## src/rtl/tl_ul_arb_pkg.sv

```systemverilog
// tl_ul_arb_pkg
//   Shared definitions for the two-master TileLink-UL A-channel arbiter:
//   opcode constants, arbiter FSM state type, bit-field widths and offset
//   helpers for the packed A/D buses, and the beats-per-message helpers.
//
//   A bus layout (MSB -> LSB): opcode[3] param[3] size[3] source address mask data
//   D bus layout (MSB -> LSB): opcode[3] param[2] size[3] source denied[1] data
package tl_ul_arb_pkg;

  localparam logic [2:0] OP_PUT_FULL        = 3'd0;
  localparam logic [2:0] OP_PUT_PARTIAL     = 3'd1;
  localparam logic [2:0] OP_GET             = 3'd4;
  localparam logic [2:0] OP_ACCESS_ACK      = 3'd0;
  localparam logic [2:0] OP_ACCESS_ACK_DATA = 3'd1;

  localparam int OPC_W     = 3;
  localparam int A_PARAM_W = 3;
  localparam int D_PARAM_W = 2;
  localparam int SIZE_W    = 3;

  typedef enum logic {
    ST_IDLE = 1'b0,
    ST_LOCK = 1'b1
  } arb_state_e;

  // ---------------- A channel field offsets ----------------
  function automatic int a_src_lsb(input int addr_w, input int data_w);
    return data_w + data_w / 8 + addr_w;
  endfunction

  function automatic int a_size_lsb(input int src_w, input int addr_w, input int data_w);
    return a_src_lsb(addr_w, data_w) + src_w;
  endfunction

  function automatic int a_opc_lsb(input int src_w, input int addr_w, input int data_w);
    return a_size_lsb(src_w, addr_w, data_w) + SIZE_W + A_PARAM_W;
  endfunction

  function automatic int a_w(input int src_w, input int addr_w, input int data_w);
    return a_opc_lsb(src_w, addr_w, data_w) + OPC_W;
  endfunction

  // ---------------- D channel field offsets ----------------
  function automatic int d_src_lsb(input int data_w);
    return data_w + 1;
  endfunction

  function automatic int d_size_lsb(input int src_w, input int data_w);
    return d_src_lsb(data_w) + src_w;
  endfunction

  function automatic int d_opc_lsb(input int src_w, input int data_w);
    return d_size_lsb(src_w, data_w) + SIZE_W + D_PARAM_W;
  endfunction

  function automatic int d_w(input int src_w, input int data_w);
    return d_opc_lsb(src_w, data_w) + OPC_W;
  endfunction

  // Number of A beats carried by one request. Only Puts larger than one
  // beat span several beats; oversize requests are passed as one beat and
  // rejected further downstream.
  function automatic logic [7:0] beats_of(input logic [2:0] opcode,
                                          input logic [2:0] size,
                                          input int         lg_beat,
                                          input int         max_size);
    logic [7:0] n;
    n = 8'd1;
    if ((opcode == OP_PUT_FULL || opcode == OP_PUT_PARTIAL) &&
        int'(size) > lg_beat && int'(size) <= max_size) begin
      n = 8'd1 << (int'(size) - lg_beat);
    end
    return n;
  endfunction

  // Number of D beats in one response: only AccessAckData spans beats.
  function automatic logic [7:0] resp_beats_of(input logic [2:0] opcode,
                                               input logic [2:0] size,
                                               input int         lg_beat,
                                               input int         max_size);
    logic [7:0] n;
    n = 8'd1;
    if (opcode == OP_ACCESS_ACK_DATA &&
        int'(size) > lg_beat && int'(size) <= max_size) begin
      n = 8'd1 << (int'(size) - lg_beat);
    end
    return n;
  endfunction

endpackage

```

## src/rtl/tl_ul_a_arbiter_2to1_rr.sv

```systemverilog
// tl_rr_arb2
//   Two-input round-robin grant selector with its own priority pointer.
//   clk_i/rst_ni : clock, asynchronous active-low reset
//   req_i        : per-input eligible request
//   hold_i       : keep the previous grant (a stalled beat is pending)
//   hold_idx_i   : grant to keep while hold_i is set
//   adv_i        : a request completed this cycle; move priority away
//   done_idx_i   : index of the master whose request completed
//   gnt_o        : selected index (pointer value when nobody requests)
module tl_rr_arb2 (
  input  logic       clk_i,
  input  logic       rst_ni,
  input  logic [1:0] req_i,
  input  logic       hold_i,
  input  logic       hold_idx_i,
  input  logic       adv_i,
  input  logic       done_idx_i,
  output logic       gnt_o
);

  logic rr_ptr_q, rr_ptr_d;

  always_ff @(posedge clk_i or negedge rst_ni) begin
    if (!rst_ni) begin
      rr_ptr_q <= 1'b0;
    end else begin
      rr_ptr_q <= rr_ptr_d;
    end
  end

  always_comb begin
    rr_ptr_d = rr_ptr_q;
    if (adv_i) begin
      rr_ptr_d = ~done_idx_i;
    end
  end

  always_comb begin
    gnt_o = rr_ptr_q;
    if (hold_i) begin
      gnt_o = hold_idx_i;
    end else begin
      unique case (req_i)
        2'b01:   gnt_o = 1'b0;
        2'b10:   gnt_o = 1'b1;
        default: gnt_o = rr_ptr_q;
      endcase
    end
  end

endmodule

```

## src/rtl/tl_ul_a_arbiter_2to1.sv

```systemverilog
// tl_ul_a_arbiter_2to1
//   Shares one TileLink-UL upstream port between two masters. The A channel
//   is arbitrated round-robin with the grant locked for every beat of a
//   multi-beat Put; the downstream source gets the master index as MSB and
//   D responses are steered back by that bit, combinationally.
//
//   clock/reset         : rising-edge clock, asynchronous active-low reset
//   m_a_valid/ready/bits: per-master A channel (bit/row i = master i)
//   s_a_valid/ready/bits: arbitrated A channel, source = {grant, source}
//   s_d_valid/ready/bits: D channel from downstream
//   m_d_valid/ready/bits: per-master D channel, source MSB removed
//   busy                : burst locked or (with limit) requests outstanding
//
//   Optional build macro TL_ARB_INFLIGHT_LIMIT_EN: per-master outstanding
//   counters; a master with MAX_INFLIGHT requests open is not arbitrated.
module tl_ul_a_arbiter_2to1
  import tl_ul_arb_pkg::*;
#(
  parameter  int ADDR_W       = 26,
  parameter  int DATA_W       = 32,
  parameter  int SRC_W        = 2,
  parameter  int MAX_SIZE     = 6,
  parameter  int MAX_INFLIGHT = 4,
  localparam int A_W          = a_w(SRC_W, ADDR_W, DATA_W),
  localparam int SA_W         = A_W + 1,
  localparam int MD_W         = d_w(SRC_W, DATA_W),
  localparam int SD_W         = d_w(SRC_W + 1, DATA_W)
) (
  input  logic                  clock,
  input  logic                  reset,
  input  logic [1:0]            m_a_valid,
  output logic [1:0]            m_a_ready,
  input  logic [1:0][A_W-1:0]   m_a_bits,
  output logic                  s_a_valid,
  input  logic                  s_a_ready,
  output logic [SA_W-1:0]       s_a_bits,
  input  logic                  s_d_valid,
  output logic                  s_d_ready,
  input  logic [SD_W-1:0]       s_d_bits,
  output logic [1:0]            m_d_valid,
  input  logic [1:0]            m_d_ready,
  output logic [1:0][MD_W-1:0]  m_d_bits,
  output logic                  busy
);

  localparam int LGB        = $clog2(DATA_W / 8);
  localparam int CNT_W      = (MAX_SIZE > LGB) ? (MAX_SIZE - LGB) : 1;
  localparam int A_SIZE_LSB = a_size_lsb(SRC_W, ADDR_W, DATA_W);
  localparam int A_OPC_LSB  = a_opc_lsb(SRC_W, ADDR_W, DATA_W);
  localparam int D_MSB      = d_src_lsb(DATA_W) + SRC_W;

  if (MAX_INFLIGHT < 1 || DATA_W < 8 || MAX_SIZE > 7) begin : g_bad_cfg
    $error("tl_ul_a_arbiter_2to1: unsupported parameter set");
  end

  arb_state_e        state_q, state_d;
  logic [CNT_W-1:0]  beat_cnt_q, beat_cnt_d;
  logic              lock_idx_q, lock_idx_d;
  logic              stall_q, stall_d;
  logic              stall_idx_q, stall_idx_d;

  logic [1:0]        full;
  logic [1:0]        eligible;
  logic              arb_gnt;
  logic              grant_idx;
  logic              a_hs;
  logic              a_done;
  logic [A_W-1:0]    a_sel;
  logic [2:0]        a_opc;
  logic [2:0]        a_size;
  logic [7:0]        a_beats;
  logic              d_msb;

  // In LOCK the latched master owns the port regardless of the limiter.
  assign eligible = (state_q == ST_LOCK) ? m_a_valid : (m_a_valid & ~full);

  tl_rr_arb2 u_rr (
    .clk_i      (clock),
    .rst_ni     (reset),
    .req_i      (eligible),
    .hold_i     (stall_q),
    .hold_idx_i (stall_idx_q),
    .adv_i      (a_done),
    .done_idx_i (grant_idx),
    .gnt_o      (arb_gnt)
  );

  assign grant_idx = (state_q == ST_LOCK) ? lock_idx_q : arb_gnt;
  assign a_sel     = m_a_bits[grant_idx];
  assign a_opc     = a_sel[A_OPC_LSB +: 3];
  assign a_size    = a_sel[A_SIZE_LSB +: 3];
  assign a_beats   = beats_of(a_opc, a_size, LGB, MAX_SIZE);

  assign s_a_valid = eligible[grant_idx];
  assign s_a_bits  = {a_sel[A_W-1:A_SIZE_LSB], grant_idx, a_sel[A_SIZE_LSB-1:0]};
  assign a_hs      = s_a_valid & s_a_ready;

  // A masked master never sees ready, so it cannot slip a beat through.
  always_comb begin
    m_a_ready = 2'b00;
    if (s_a_ready && (state_q == ST_LOCK || !full[grant_idx])) begin
      m_a_ready = 2'b01 << grant_idx;
    end
  end

  always_ff @(posedge clock or negedge reset) begin
    if (!reset) begin
      state_q     <= ST_IDLE;
      beat_cnt_q  <= '0;
      lock_idx_q  <= 1'b0;
      stall_q     <= 1'b0;
      stall_idx_q <= 1'b0;
    end else begin
      state_q     <= state_d;
      beat_cnt_q  <= beat_cnt_d;
      lock_idx_q  <= lock_idx_d;
      stall_q     <= stall_d;
      stall_idx_q <= stall_idx_d;
    end
  end

  always_comb begin
    state_d     = state_q;
    beat_cnt_d  = beat_cnt_q;
    lock_idx_d  = lock_idx_q;
    a_done      = 1'b0;
    // Remember an offered-but-unaccepted beat so the grant cannot move
    // away from it even if the other master starts requesting.
    stall_d     = (state_q == ST_IDLE) && s_a_valid && !s_a_ready;
    stall_idx_d = grant_idx;
    unique case (state_q)
      ST_IDLE: begin
        if (a_hs) begin
          if (a_beats > 8'd1) begin
            state_d    = ST_LOCK;
            lock_idx_d = grant_idx;
            beat_cnt_d = CNT_W'(a_beats - 8'd1);
          end else begin
            a_done = 1'b1;
          end
        end
      end
      ST_LOCK: begin
        if (a_hs) begin
          if (beat_cnt_q <= CNT_W'(1)) begin
            state_d    = ST_IDLE;
            beat_cnt_d = '0;
            a_done     = 1'b1;
          end else begin
            beat_cnt_d = beat_cnt_q - CNT_W'(1);
          end
        end
      end
      default: begin
        state_d = ST_IDLE;
      end
    endcase
  end

  // D path: purely combinational steering by the source MSB.
  assign d_msb     = s_d_bits[D_MSB];
  assign m_d_valid = {s_d_valid & d_msb, s_d_valid & ~d_msb};
  assign s_d_ready = m_d_ready[d_msb];

  for (genvar g = 0; g < 2; g++) begin : g_m_d
    assign m_d_bits[g] = {s_d_bits[SD_W-1:D_MSB+1], s_d_bits[D_MSB-1:0]};
  end

`ifdef TL_ARB_INFLIGHT_LIMIT_EN
  localparam int IF_W       = $clog2(MAX_INFLIGHT + 1);
  localparam int D_SIZE_LSB = d_size_lsb(SRC_W + 1, DATA_W);
  localparam int D_OPC_LSB  = d_opc_lsb(SRC_W + 1, DATA_W);

  logic [1:0][IF_W-1:0] inflight_q, inflight_d;
  logic [CNT_W-1:0]     d_cnt_q, d_cnt_d;
  logic                 d_hs;
  logic                 d_last;
  logic [7:0]           d_beats;

  always_ff @(posedge clock or negedge reset) begin
    if (!reset) begin
      inflight_q <= '0;
      d_cnt_q    <= '0;
    end else begin
      inflight_q <= inflight_d;
      d_cnt_q    <= d_cnt_d;
    end
  end

  // A response is retired on its last D beat; d_cnt_q counts the beats
  // still owed by a multi-beat AccessAckData.
  always_comb begin
    d_hs    = s_d_valid & s_d_ready;
    d_beats = resp_beats_of(s_d_bits[D_OPC_LSB +: 3], s_d_bits[D_SIZE_LSB +: 3],
                            LGB, MAX_SIZE);
    d_cnt_d = d_cnt_q;
    if (d_cnt_q == '0) begin
      d_last = (d_beats == 8'd1);
    end else begin
      d_last = (d_cnt_q == CNT_W'(1));
    end
    if (d_hs) begin
      if (d_cnt_q == '0) begin
        d_cnt_d = CNT_W'(d_beats - 8'd1);
      end else begin
        d_cnt_d = d_cnt_q - CNT_W'(1);
      end
    end
  end

  always_comb begin
    inflight_d = inflight_q;
    full       = 2'b00;
    for (int i = 0; i < 2; i++) begin
      if (a_done && grant_idx == 1'(i) && !(d_hs && d_last && d_msb == 1'(i))) begin
        inflight_d[i] = inflight_q[i] + IF_W'(1);
      end else if (!(a_done && grant_idx == 1'(i)) && d_hs && d_last && d_msb == 1'(i)) begin
        inflight_d[i] = inflight_q[i] - IF_W'(1);
      end
      full[i] = (inflight_q[i] == IF_W'(MAX_INFLIGHT));
    end
  end

  assign busy = (state_q == ST_LOCK) || (inflight_q != '0);
`else
  assign full = 2'b00;
  assign busy = (state_q == ST_LOCK);
`endif

endmodule

```

## config.mk

```make
export PLATFORM = sky130hd
export DESIGN_NAME = tl_ul_a_arbiter_2to1
export DESIGN_NICKNAME = d
export VERILOG_FILES = /design/src/rtl/tl_ul_arb_pkg.sv /design/src/rtl/tl_ul_a_arbiter_2to1_rr.sv /design/src/rtl/tl_ul_a_arbiter_2to1.sv
export SDC_FILE = /design/constraint.sdc
export NUM_CORES = 1
export LEC_CHECK = 0
export ABC_AREA = 1
export BUFFER_PORTS_ARGS = -buffer_cell sky130_fd_sc_hd__buf_4
export CAP_MARGIN = 20
export CORE_AREA = 10 10 134 136
export CTS_CLUSTER_SIZE = 14
export DETAILED_ROUTE_END_ITERATION = 16
export DIE_AREA = 0 0 144 146
export PLACE_DENSITY_LB_ADDON = 0.1
export SYNTH_ARGS = -nofsm -noshare
export SYNTH_HDL_FRONTEND = slang
export SYNTH_SLANG_ARGS = --single-unit
export TNS_END_PERCENT = 10
```

## constraint.sdc

```tcl
create_clock -name clock -period 2.5 [get_ports clock]
set_input_delay 0.25 -clock clock [delete_from_list [all_inputs] [get_ports clock]]
set_output_delay 0.25 -clock clock [all_outputs]
set_load 0.05 [all_outputs]
```

# Yosys cells after proc, flatten, opt, wreduce, memory -nomap -nowiden
# Index checks and enable logic that the tools add are counted.
# Widths: inputs -> output; s select.
[classes]
n_addsub = 3
n_lt_le_gt_ge = 6
n_eq_ne = 6
n_shift = 2
mux = 27
n_bitwise = 6
n_reduce_logical = 12
[op_table]
columns = ["operator", "n"]
rows = [
  ["$mux 73", 2],
  ["$shl 1x32->8 const A", 1],
  ["$mux 4", 4],
  ["$mux 1", 15],
  ["$gt 8x1->1 const B", 1],
  ["$mux 8", 1],
  ["$pmux 4 s2", 1],
  ["$sub 4x1->4 const B", 2],
  ["$pmux 1 s2", 3],
  ["$reduce_and 3->1", 2],
  ["$logic_and 1x1->1", 5],
  ["$le 4x1->1 const B", 1],
  ["$lt 1x2->1 const B", 2],
  ["$ne 2x1->1 const B", 2],
  ["$sub 3x2->4 const B", 1],
  ["$and 1x1->1", 3],
  ["$eq 3x1->1 const B", 1],
  ["$gt 3x2->1 const B", 1],
  ["$le 3x3->1 const B", 1],
  ["$logic_not 3->1", 1],
  ["$not 1->1", 3],
  ["$eq 2x1->1 const B", 1],
  ["$eq 2x2->1 const B", 1],
  ["$logic_not 1->1", 2],
  ["other kinds (4)", 5],
]
[word_totals]
register_bits = 9
in_bits = 198
output_inout_bits = 167
elab_cells = 68

# Logic depth before layout (Yosys ltp)
# Gate-level depths: netlist of the first run.
[depth]
depth_word = 15
mapped_depth = 25

# By module
# A second synthesis of the first run with hierarchy kept.
[unflattened]
cells_unflattened = 473
hier_area_um2 = 2778.9
[modules_own_cells]
columns = ["module", "instances", "cells_each", "area_each_um2", "seq_area_each_um2"]
rows = [
  ["tl_ul_a_arbiter_2to1", 1, 459, 2693.8, 200.2],
  ["tl_rr_arb2", 1, 14, 85.1, 25.0],
]

# Least setup slack after synthesis of the first run
# No wires, ideal clock.
[synth_path]
path_kind = "reg2reg"
startpoint = "register state_q, in the netlist busy"
endpoint = "register lock_idx_q"
setup_time_ns = 0.124
t_arrival_ns = 3.118
required_time_ns = 2.376
setup_slack_ns = -0.742
path_stages_with_launch = 22
synth_period_minus_slack_ns = 3.242
path_cell_list = "dfrtp_1 > inv_2 > or2_1 > buf_6 > nand2_8 > nand2_4 > nand2_4 > inv_1 > ha_1 > nor2_1 > inv_1 > nor2_1 > nand2_1 > nor2_1 > nand2_1 > ha_1 > nor2_1 > nor2_2 > nand2_1 > nand3_1 > nand2_1 > o21ai_1"
[synth_rtl]
columns = ["element", "line", "source"]
rows = [
  ["from (decl)", "tl_ul_a_arbiter_2to1.sv:56", "arb_state_e state_q, state_d;"],
  ["from (signal assigned)", "tl_ul_a_arbiter_2to1.sv:114", "state_q <= state_d;"],
  ["$mux 1 *", "tl_ul_a_arbiter_2to1.sv:88", "assign grant_idx = (state_q == ST_LOCK) ? lock_idx_q : arb_gnt;"],
  ["$mux 73 (not written as such) * (2 in series)", "tl_ul_a_arbiter_2to1.sv:89", "assign a_sel = m_a_bits[grant_idx];"],
  ["named net s_a_bits[66]", "tl_ul_a_arbiter_2to1.sv:36", "output logic [SA_W-1:0] s_a_bits,"],
  ["$gt 3x2->1", "tl_ul_arb_pkg.sv:70", "int'(size) > lg_beat && int'(size) <= max_size) begin"],
  ["$logic_and 1x1->1", "tl_ul_arb_pkg.sv:69", "if ((opcode == OP_PUT_FULL || opcode == OP_PUT_PARTIAL) &&"],
  ["$logic_and 1x1->1", "tl_ul_arb_pkg.sv:70", ""],
  ["$mux 8 *", "tl_ul_arb_pkg.sv:69", ""],
  ["$gt 8x1->1 *", "tl_ul_a_arbiter_2to1.sv:134", "if (a_beats > 8'd1) begin"],
  ["$reduce_and 3->1 (no line) *", "-", ""],
  ["to (signal assigned)", "tl_ul_a_arbiter_2to1.sv:116", "lock_idx_q <= lock_idx_d;"],
  ["to (decl)", "tl_ul_a_arbiter_2to1.sv:58", "logic lock_idx_q, lock_idx_d;"],
]
# Mark *: on every way through the listed nets, which the timed path passes. The rest lies on a longest branch. The select of a mux whose other input is x is not followed.
# A chain may end at the register's enable or synchronous reset.

# Final worst setup path of the first run
[layout_path]
startpoint = "register state_q, in the netlist busy"
endpoint = "register lock_idx_q"
[layout_between]
elab_chain_cells = 10
[layout_rtl]
columns = ["element"]
rows = [
  ["parallel branches: the longest is 10 deep, another holds $gt 8x1->1"],
]
# Parallel ways; which one is timed is not known. The select of a mux whose other input is x is not followed.

==> run_results.csv, run 1 <==
group,metric,value,unit
setup_path,crit_required,2.61,ns
sta,finalSetupTns,0,ns
pwr,vdd_drop_max,708,uV
setup_path,r2r-end,"lock_idx_q$_DFFE_PN0P_",
sta,worst_pin_slew,0.347,ns
setup_path,timing.setup.critical_path_class,"flop to flop",
floorplanning,initial_utilization,0.160,
grt,antenna_found_initial,0,
floorplanning,die_h,146,um
placement,port_buffers,235,
routing,wirelength,15200,um
clock_network,clkTransAtPathRegs,0.04,ns
sta,clock_skew,0.00138,ns
sta,rsz0062_at_grt,"true",
logic_synthesis,synth_top_area_share,0.366,
setup_path,slowest_stage,"dfrtp_2",
min_path,hold_class,"input port to flop",
routing,drc,0,
setup_path,critPathMaxFanout,4,
sta,finalCritPeriodShare,0.994,
layout,syn_to_final_growth,75.6,%
floorplanning,rows,46,
logic_synthesis,synth_cell_types,29,
pwr,leakage,2.58,nW
floorplanning,core-area,0.0155,sq mm
logic_synthesis,synth_edf_count,0,
routing,vias_per_cell,3.92,
grt,track_usage,0.137,
setup_path,reg2regPathDepth,19,
routing,wire_per_inst,18.7,um
sta,slew_violations,0,
layout,fin_util,0.281,
sta,setup_viol,0,
setup_path,path_common_cell,"nor2_4",
logic_synthesis,yosysSeqAreaShare,0.0910,
setup_path,startpoint,"busy$_DFF_PN0_",
layout,n_fill_cell,1711,
logic_synthesis,synth_most_common_cell,"nand2_1",
setup_path,critical-path-max-stage-delay,0.38,ns
setup_path,crit_chain,"inv_2 > or2_4 > buf_6 > nand3_4 > nand2_8 > ha_4 > nor2_4 > inv_2 > nor2_4 > nand2_2 > nor2_4 > nand2_4 > ha_4 > nor2_4 > nor2_4 > nand2_2 > nand3_2 > nand2_1 > o21ai_1",
grt,grt_pass1_wl,22000,um
layout,fin_nets,829,
clock_network,numCtsBuffers,3,
placement,gp_congestion,0.823,
clock_network,clock_path_buffers,2,
grt,grt_remaining_overflow,0,
floorplanning,die_area,0.0210,sq mm
setup_path,startpoint_type,"flop",
setup_path,r2r_slack,0.02,ns
clock_network,cts-root-buf,"clkbuf_16",
logic_synthesis,yosysWarnings,0,
routing,drt.antenna.violating_nets,0,
logic_synthesis,synthCells,451,
logic_synthesis,syn-num-nets,658,
routing,vias,3187,
layout,antenna_cells,0,
setup_path,cp_num_cells,19,
outcome,outcome,"finished clean",
setup_path,end_kind,"flop",
layout,drive_gt1_frac,0.528,
logic_synthesis,synth_ff_type,"dfrtp_1",
clock_network,clock_latency,0.23,ns
routing,drt_first_pass_iters,4,
grt,grt_pass1_vias,3437,
routing,drt_iter0_markers,101,
setup_path,cp_top_family,"simple AND/OR/NAND/NOR gates",
setup_path,cp-endpoint,"lock_idx_q$_DFFE_PN0P_",
logic_synthesis,ys_seq_elements,9,
setup_path,critPathBufInv,3,
grt,grt_max_degree,49,
sta,fmax,0.402,GHz
logic_synthesis,synth_area_leaders,"nand2_1 (37%), buf_4 (26%), dfrtp_1 (9.1%)",
setup_path,rr_startpoint,"busy$_DFF_PN0_",
run,drv_cap,0,
sta,hold_viol_final,0,
clock_network,cts_tree,"yes",
pwr,total_power,7.57,mW
logic_synthesis,postSynthAreaPerCell,5.49,sq um
logic_synthesis,synth_commonest_cells,"nand2_1 (241), buf_4 (87), inv_1 (24)",
pwr,powerDensity,1740,mW/mm^2
sta,fin_crit,2.48,ns
logic_synthesis,ys_async_sr_fraction,1.00,
logic_synthesis,mappedNetlistArea,0.00247,sq mm
sta,timing.slew.headroom,0.767,
placement,dp_hpwl,13800,um
clock_network,cts_max_level,1,
floorplanning,die_w,144,um
clock_network,cts.sinks,9,
setup_path,crit_arrival,2.59,ns
logic_synthesis,yosysTopAreaCell,"nand2_1",
floorplanning,num_io_pins,365,
-- kinds of logic (layout without fill, tap and decap cells) --
logic type	Yosys count	after routing	share of synthesized area
simple gates	284	284	0.485
xor+xnor	1	1	0.00354
mux	1	1	0.00455
buf+inv	133	303	0.337
fa+ha+maj	9	9	0.0455
flops	9	9	0.0910
compound gates	14	14	0.0334
-- report_power, final --
group,internal (mW),switching [mW]
Sequential,0.204,0.0462
Clock,0.213,0.0664
Combinational,2.21,4.83
-- stage by stage --
stage,hold slack [ns],std cells,area [sq um],setup slack [ns]
after global routing,0.208,813,4350,-0.178
after floorplan,-0.0456,451,2580,-0.389
final,0.214,813,4350,0.0154
after global placement,0.0830,805,4100,-0.334
after CTS,0.212,812,4300,-0.00733
after detailed placement,0.0835,805,4100,-0.363
-- sequential cells by signal (all words and copies together) (netlist names) --
signal         cells
beat_cnt_q         4
stall_q            1
u_rr.rr_ptr_q      1
busy               1
lock_idx_q         1
stall_idx_q        1
-- cell usage in the layout (no fill, tap or decap), types with 3 or more instances in the layout --
cell         n
buf_4      262
nand2_4     10
nor2_4       5
ha_4         5
nand3_2      7
nor2_1       7
inv_1       20
o21ai_0      4
nand2_2      7
dfrtp_1      8
clkbuf_16    3
nand3_1      6
nor3_1       3
inv_2        6
buf_6        4
nand2_1    232
ha_1         3
-- timing repair --
action                                  CTS  global route
resized for setup                        19            13
hold buffers                              1             0
pin swaps                                12             2
hold endpoints to repair                  9             0
setup buffers                             2             1
endpoints found under the setup margin   75            34
-- per-layer routing --
layer,global-route usage,wire [um]
met1,0.141,5280
met2,0.245,7870
met3,0.0705,1950
met4,0.0184,82
met5,0,0
-- layout make-up --
cell class / instances / area (sq um) / area share
Clock buffer: 4 / 78.8 / 0.0181
Inverter: 30 / 126 / 0.0291
Multi-Input combinational cell: 309 / 1610 / 0.371
Sequential cell: 9 / 226 / 0.0521
Tap cell: 192 / 240 / 0.0553
Timing Repair Buffer: 269 / 2060 / 0.474
-- how the worst min path moves through the flow --
stage / startpoint / endpoint / depth (start not counted) / slack, ns
after global routing: s_a_ready / stall_q$_DFF_PN0_ / 2 / 0.21
final: s_a_ready / stall_q$_DFF_PN0_ / 2 / 0.21
after CTS: s_a_ready / stall_q$_DFF_PN0_ / 2 / 0.21
after detailed placement: reset / beat_cnt_q[1]$_DFFE_PN0P_ / 1 / 0.08
after floorplan: reset / beat_cnt_q[0]$_DFFE_PN0P_ / 0 / -0.05
after global placement: reset / beat_cnt_q[3]$_DFFE_PN0P_ / 1 / 0.08
No activity file was read; power rests on OpenSTA's default activity.
==> inputs of run 2 (changes only) <==
- clock period: 2.5 -> 2.1 ns (I/O delays scaled with it)
==> run 2 against run 1 <==
  * The run now ends with setup timing left
  * Sequential share of layout area shrank 0.59 points
  * Routed wire length is 7.4% higher
  * Fmax is 2.4% lower
  * Highest routed layer unchanged
==> run_results.csv, run 2 (synthesized netlist as in run 1, its figures left out) <==
group,metric,value,unit
clock_network,cts-root-buf,"clkbuf_16",
setup_path,crit_arrival,2.72,ns
sta,worst_slack,-0.447,ns
routing,wire_per_inst,19.7,um
layout,final_common_cell,"nand2_1",
clock_network,clock_latency,0.23,ns
run,drv_cap,0,
setup_path,critPathMaxFanout,5,
clock_network,cts_max_level,1,
floorplanning,rows,46,
setup_path,end_kind,"flop",
layout,largest_register_ffs,4,
placement,port_buffers,235,
outcome,outcome,"complete, but fails checks",
clock_network,clkTransAtPathRegs,0.04,ns
layout,syn_to_final_growth,97.9,%
sta,finalCritPeriodShare,1.21,
placement,pre_cts_ws,-0.713,ns
sta,timing.slew.headroom,0.757,
routing,vias_per_cell,3.96,
sta,fin_crit,2.55,ns
sta,worst_pin_slew,0.362,ns
pwr,vdd_drop_max,770,uV
clock_network,clock_path_buffers,2,
sta,finalSetupTns,-4.64,ns
grt,grt_remaining_overflow,0,
sta,hold_viol_final,0,
clock_network,numCtsBuffers,3,
sta,setup_viol,61,
sta,slew_violations,0,
grt,met3_usage,0.104,
min_path,hold_class,"input port to flop",
grt,grt_pass1_wl,23100,um
pwr,total_power,10.4,mW
layout,fin_util,0.316,
grt,track_usage,0.144,
floorplanning,initial_utilization,0.160,
floorplanning,num_io_pins,365,
routing,drc,0,
placement,gp_congestion,0.826,
floorplanning,die_h,146,um
setup_path,r2r_slack,-0.45,ns
routing,drt_iter0_markers,80,
outcome,violations,"setup timing",
routing,drt.antenna.violating_nets,0,
layout,top_register,"beat_cnt_q",
sta,rsz0062_at_grt,"true",
grt,grt_pass1_vias,3485,
floorplanning,die_w,144,um
clock_network,cts_tree,"yes",
sta,fmax,0.393,GHz
routing,wirelength,16300,um
pwr,powerDensity,2130,mW/mm^2
layout,fin_nets,842,
grt,antenna_found_initial,0,
layout,antenna_cells,0,
routing,drt_first_pass_iters,4,
sta,clock_skew,0.000975,ns
setup_path,timing.setup.critical_path_class,"flop to flop",
pwr,leakage,2.79,nW
clock_network,cts.sinks,9,
routing,vias,3267,
setup_path,startpoint_type,"flop",
floorplanning,die_area,0.0210,sq mm
placement,dp_hpwl,14000,um
grt,use_met2,0.252,
grt,busiest_layer,"met2",
layout,final_cell_mix,"nand2_1 (229), buf_4 (197), buf_6 (69)",
setup_path,crit_required,2.27,ns
floorplanning,core-area,0.0155,sq mm
grt,use_met1,0.135,
grt,grt_max_degree,22,
layout,drive_gt1_frac,0.543,
-- run 2: critical path: stages (launching register included) --
cell	delay, ns
dfrtp_2	0.38
inv_2	0.04
or2_4	0.30
buf_6	0.13
nand3_4	0.09
nand2_8	0.07
ha_4	0.28
nor2_4	0.04
inv_2	0.06
nor2_4	0.04
buf_6	0.11
a21oi_4	0.20
inv_2	0.06
ha_2	0.19
nor2_4	0.10
nor2_4	0.05
nand3_2	0.09
nand2_4	0.07
inv_4	0.09
nand2_2	0.05
nand2_2	0.06
-- run 2: what timing repair did --
action	CTS	global route
setup endpoints to repair	79	79
setup buffers	7	3
gates resized for setup	71	55
endpoints found under the hold margin	9	0
hold buffers	1	0
pin swaps	12	14
gates cloned	4	0
-- run 2: per-layer routing --
layer	vias up	wire (um)	share of wire
met5	-	0	0
met2	199	8210	0.50
met4	0	129	0.0079
met1	1419	5350	0.33
met3	10	2620	0.16
li1	1639	-	-
-- run 2: cell type report --
class | count | area, sq um
Multi-Input combinational cell | 309 | 1630
Fill cell | 1732 | 10600
Tap cell | 192 | 240
Clock buffer | 4 | 78.8
Sequential cell | 9 | 226
Inverter | 30 | 131
Timing Repair Buffer | 282 | 2590
-- run 2: worst paths after layout --
| path | from | end | cells past startpoint |
|---|---|---|---|
| setup reg to reg | busy$_DFF_PN0_ | beat_cnt_q[1]$_DFFE_PN0P_ | 20 |
| max in group asynchronous | reset | busy$_DFF_PN0_ | 2 |
| hold reg to reg | beat_cnt_q[1]$_DFFE_PN0P_ | beat_cnt_q[1]$_DFFE_PN0P_ | 2 |
| hold / removal | s_a_ready | stall_q$_DFF_PN0_ | 2 |
| setup / recovery | busy$_DFF_PN0_ | beat_cnt_q[1]$_DFFE_PN0P_ | 20 |
| min in group asynchronous | reset | beat_cnt_q[0]$_DFFE_PN0P_ | 2 |
-- run 2: where the power goes --
group          internal [mW]  switching, mW
logic                   3.75           6.06
registers              0.244         0.0573
clock network          0.253         0.0735
-- run 2: through the flow --
step / hold slack (ns) / cell area (sq um) / cells
after floorplan: -0.0856 / 2580 / 451
after global placement: 0.0428 / 4130 / 807
after detailed placement: 0.0425 / 4130 / 807
after CTS: 0.163 / 4680 / 823
after global routing: 0.165 / 4900 / 826
final: 0.158 / 4900 / 826
==> inputs of run 3 (changes only) <==
==> constraint.sdc (replaced) <==
create_clock -name clock -period 2.1 [get_ports clock]
set_input_delay 0.42 -clock clock [delete_from_list [all_inputs] [get_ports clock]]
set_output_delay 0.42 -clock clock [all_outputs]
set_load 0.05 [all_outputs]
==> run 3 against run 2 <==
  * The run still ends with setup timing left
  * Global-route usage decreased by 1.6 points
  * Register-to-register slack improved by 0.06 ns
  * Combinational power decreased by 12%
  * Sequential share of layout area increased by 0.43 points
  * Clock skew about the same
  * Flip-flop and latch count unchanged
  * Largest cell class unchanged
==> run_results.csv, run 3 (synthesized netlist as in run 1, its figures left out) <==
group,metric,value,unit
setup_path,crit_chain,"buf_8 > inv_4 > ha_4 > nand2_1 > nand3_2 > nand2_4 > nand2_8 > nand2_4 > nand2_8 > ha_4 > nor2_4 > inv_2 > nor2_4 > buf_4 > a21oi_4 > ha_4 > nor2_4 > nor2_2 > nand3_2 > nand2_4 > inv_4 > nand2_1 > nand2_1",
setup_path,startpoint_type,"input port",
setup_path,r2r-end,"beat_cnt_q[1]$_DFFE_PN0P_",
pwr,clockPowerShare,0.035,
layout,final_cell_mix,"buf_4 (239), nand2_1 (227), inv_1 (19), buf_6 (19), nand2_2 (12)",
setup_path,crit_required,2.22,ns
pwr,powerDensity,2060,mW/mm^2
clock_network,clock_latency,0.23,ns
setup_path,critPathMaxFanout,5,
min_path,hold_class,"input port to asynchronous set/reset pin",
routing,drc,0,
setup_path,end_kind,"flop",
sta,finalSetupTns,-22.73,ns
layout,layout.cells.non_filler,812,
routing,vias,3111,
floorplanning,die_area,0.0210,sq mm
routing,wire_per_inst,17.3,um
pwr,total_power,9.23,mW
sta,hold_slack,0.00992,ns
sta,worst_pin_slew,0.529,ns
floorplanning,die_h,146,um
sta,hold_viol_final,0,
setup_path,critical-path-max-stage-delay,0.28,ns
placement,place_area,0.00412,sq mm
layout,fin_util,0.290,
sta,worst_slack,-0.477,ns
run,drv_cap,0,
grt,track_usage,0.128,
outcome,outcome,"complete, but fails checks",
placement,gp_congestion,0.794,
layout,top_register,"beat_cnt_q",
setup_path,critPathBufInv,5,
sta,fmax,0.388,GHz
pwr,power.share.combinational,0.932,
setup_path,cp_top_family,"simple AND/OR/NAND/NOR gates",
pwr,pwr-share-seq,0.033,
clock_network,postCtsHoldBufs,0,
outcome,violations,"setup timing",
clock_network,cts_tree,"yes",
grt,grt_pass1_vias,3339,
clock_network,numCtsBuffers,3,
setup_path,timing.setup.critical_path_class,"input port to flop",
routing,drt.antenna.violating_nets,0,
routing,drt_first_pass_iters,4,
layout,largest_register_ffs,4,
sta,timing.slew.headroom,0.647,
sta,setup_viol,83,
pwr,swShare,0.635,
routing,vias_per_cell,3.83,
layout,n_fill_cell,1769,
pwr,vdd_drop_max,749,uV
grt,grt_max_degree,54,
sta,finalCritPeriodShare,1.23,
floorplanning,die_w,144,um
grt,grt_pass1_wl,20900,um
layout,final_common_cell,"buf_4",
grt,antenna_found_initial,0,
placement,pre_cts_ws,-0.897,ns
clock_network,cts_max_level,1,
clock_network,cts-root-buf,"clkbuf_16",
layout,drive_gt1_frac,0.539,
sta,slew_violations,0,
setup_path,reg2regPathDepth,19,
layout,antenna_cells,0,
floorplanning,num_io_pins,365,
layout,syn_to_final_growth,81.1,%
placement,port_buffers,235,
floorplanning,rows,46,
setup_path,r2r_slack,-0.39,ns
grt,grt_remaining_overflow,0,
layout,fin_nets,828,
floorplanning,core-area,0.0155,sq mm
clock_network,clock_path_buffers,2,
sta,fin_crit,2.58,ns
sta,clock_skew,0.000695,ns
clock_network,cts.sinks,9,
setup_path,startpoint,"m_a_valid[0]",
placement,dp_hpwl,12700,um
placement,place_inst,803,
pwr,p_int,3.37,mW
routing,wirelength,14000,um
pwr,p_sw,5.86,mW
setup_path,crit_arrival,2.70,ns
sta,rsz0062_at_grt,"true",
setup_path,slowest_stage,"ha_4",
floorplanning,initial_utilization,0.160,
layout,design_area,0.00448,sq mm
routing,drt_iter0_markers,53,
setup_path,rr_startpoint,"busy$_DFF_PN0_",
pwr,leakage,2.61,nW
clock_network,clkTransAtPathRegs,0.04,ns
run 3: routing by layer:
| metal | part of all wire | global-route usage | vias up |
|---|---|---|---|
| met5 | 0 | 0 | - |
| met4 | 0.0039 | 0.0174 | 0 |
| met3 | 0.13 | 0.0715 | 2 |
| met2 | 0.54 | 0.231 | 196 |
| met1 | 0.33 | 0.126 | 1310 |
| li1 | - | - | 1603 |
run 3: final cells by class:
type,instances,area (sq um),share of cell area
clock buffer,4,78.8,0.0176
inverter,30,131,0.0293
multi-input combinational,309,1630,0.364
sequential,9,226,0.0505
tap,192,240,0.0536
timing repair buffer,268,2170,0.485
run 3: power by group through the flow:
stage | combinational [mW] | clock (mW) | sequential (mW)
2_1_floorplan | 5.81 | 0 | 0.301
3_3_place_gp | 8.18 | 0 | 0.300
3_5_place_dp | 8.18 | 0 | 0.298
4_1_cts | 8.66 | 0.333 | 0.301
5_1_grt | 9.21 | 0.348 | 0.311
6_report | 8.60 | 0.326 | 0.301
run 3: how the worst max path moves through the flow:
stage | depth (start not counted) | endpoint
6_report | 23 | beat_cnt_q[1]$_DFFE_PN0P_
5_1_grt | 23 | u_rr.rr_ptr_q$_DFFE_PN0P_
4_1_cts | 24 | lock_idx_q$_DFFE_PN0P_
3_5_place_dp | 21 | beat_cnt_q[3]$_DFFE_PN0P_
3_3_place_gp | 24 | lock_idx_q$_DFFE_PN0P_
2_1_floorplan | 19 | lock_idx_q$_DFFE_PN0P_
run 3: repair_timing:
| item | in CTS | in global routing |
|---|---|---|
| setup endpoints to repair | 84 | 83 |
| resized for setup | 51 | 16 |
| endpoints found under the hold margin | 0 | 0 |
| pin swaps | 20 | 1 |
| buffers inserted | 4 | 1 |
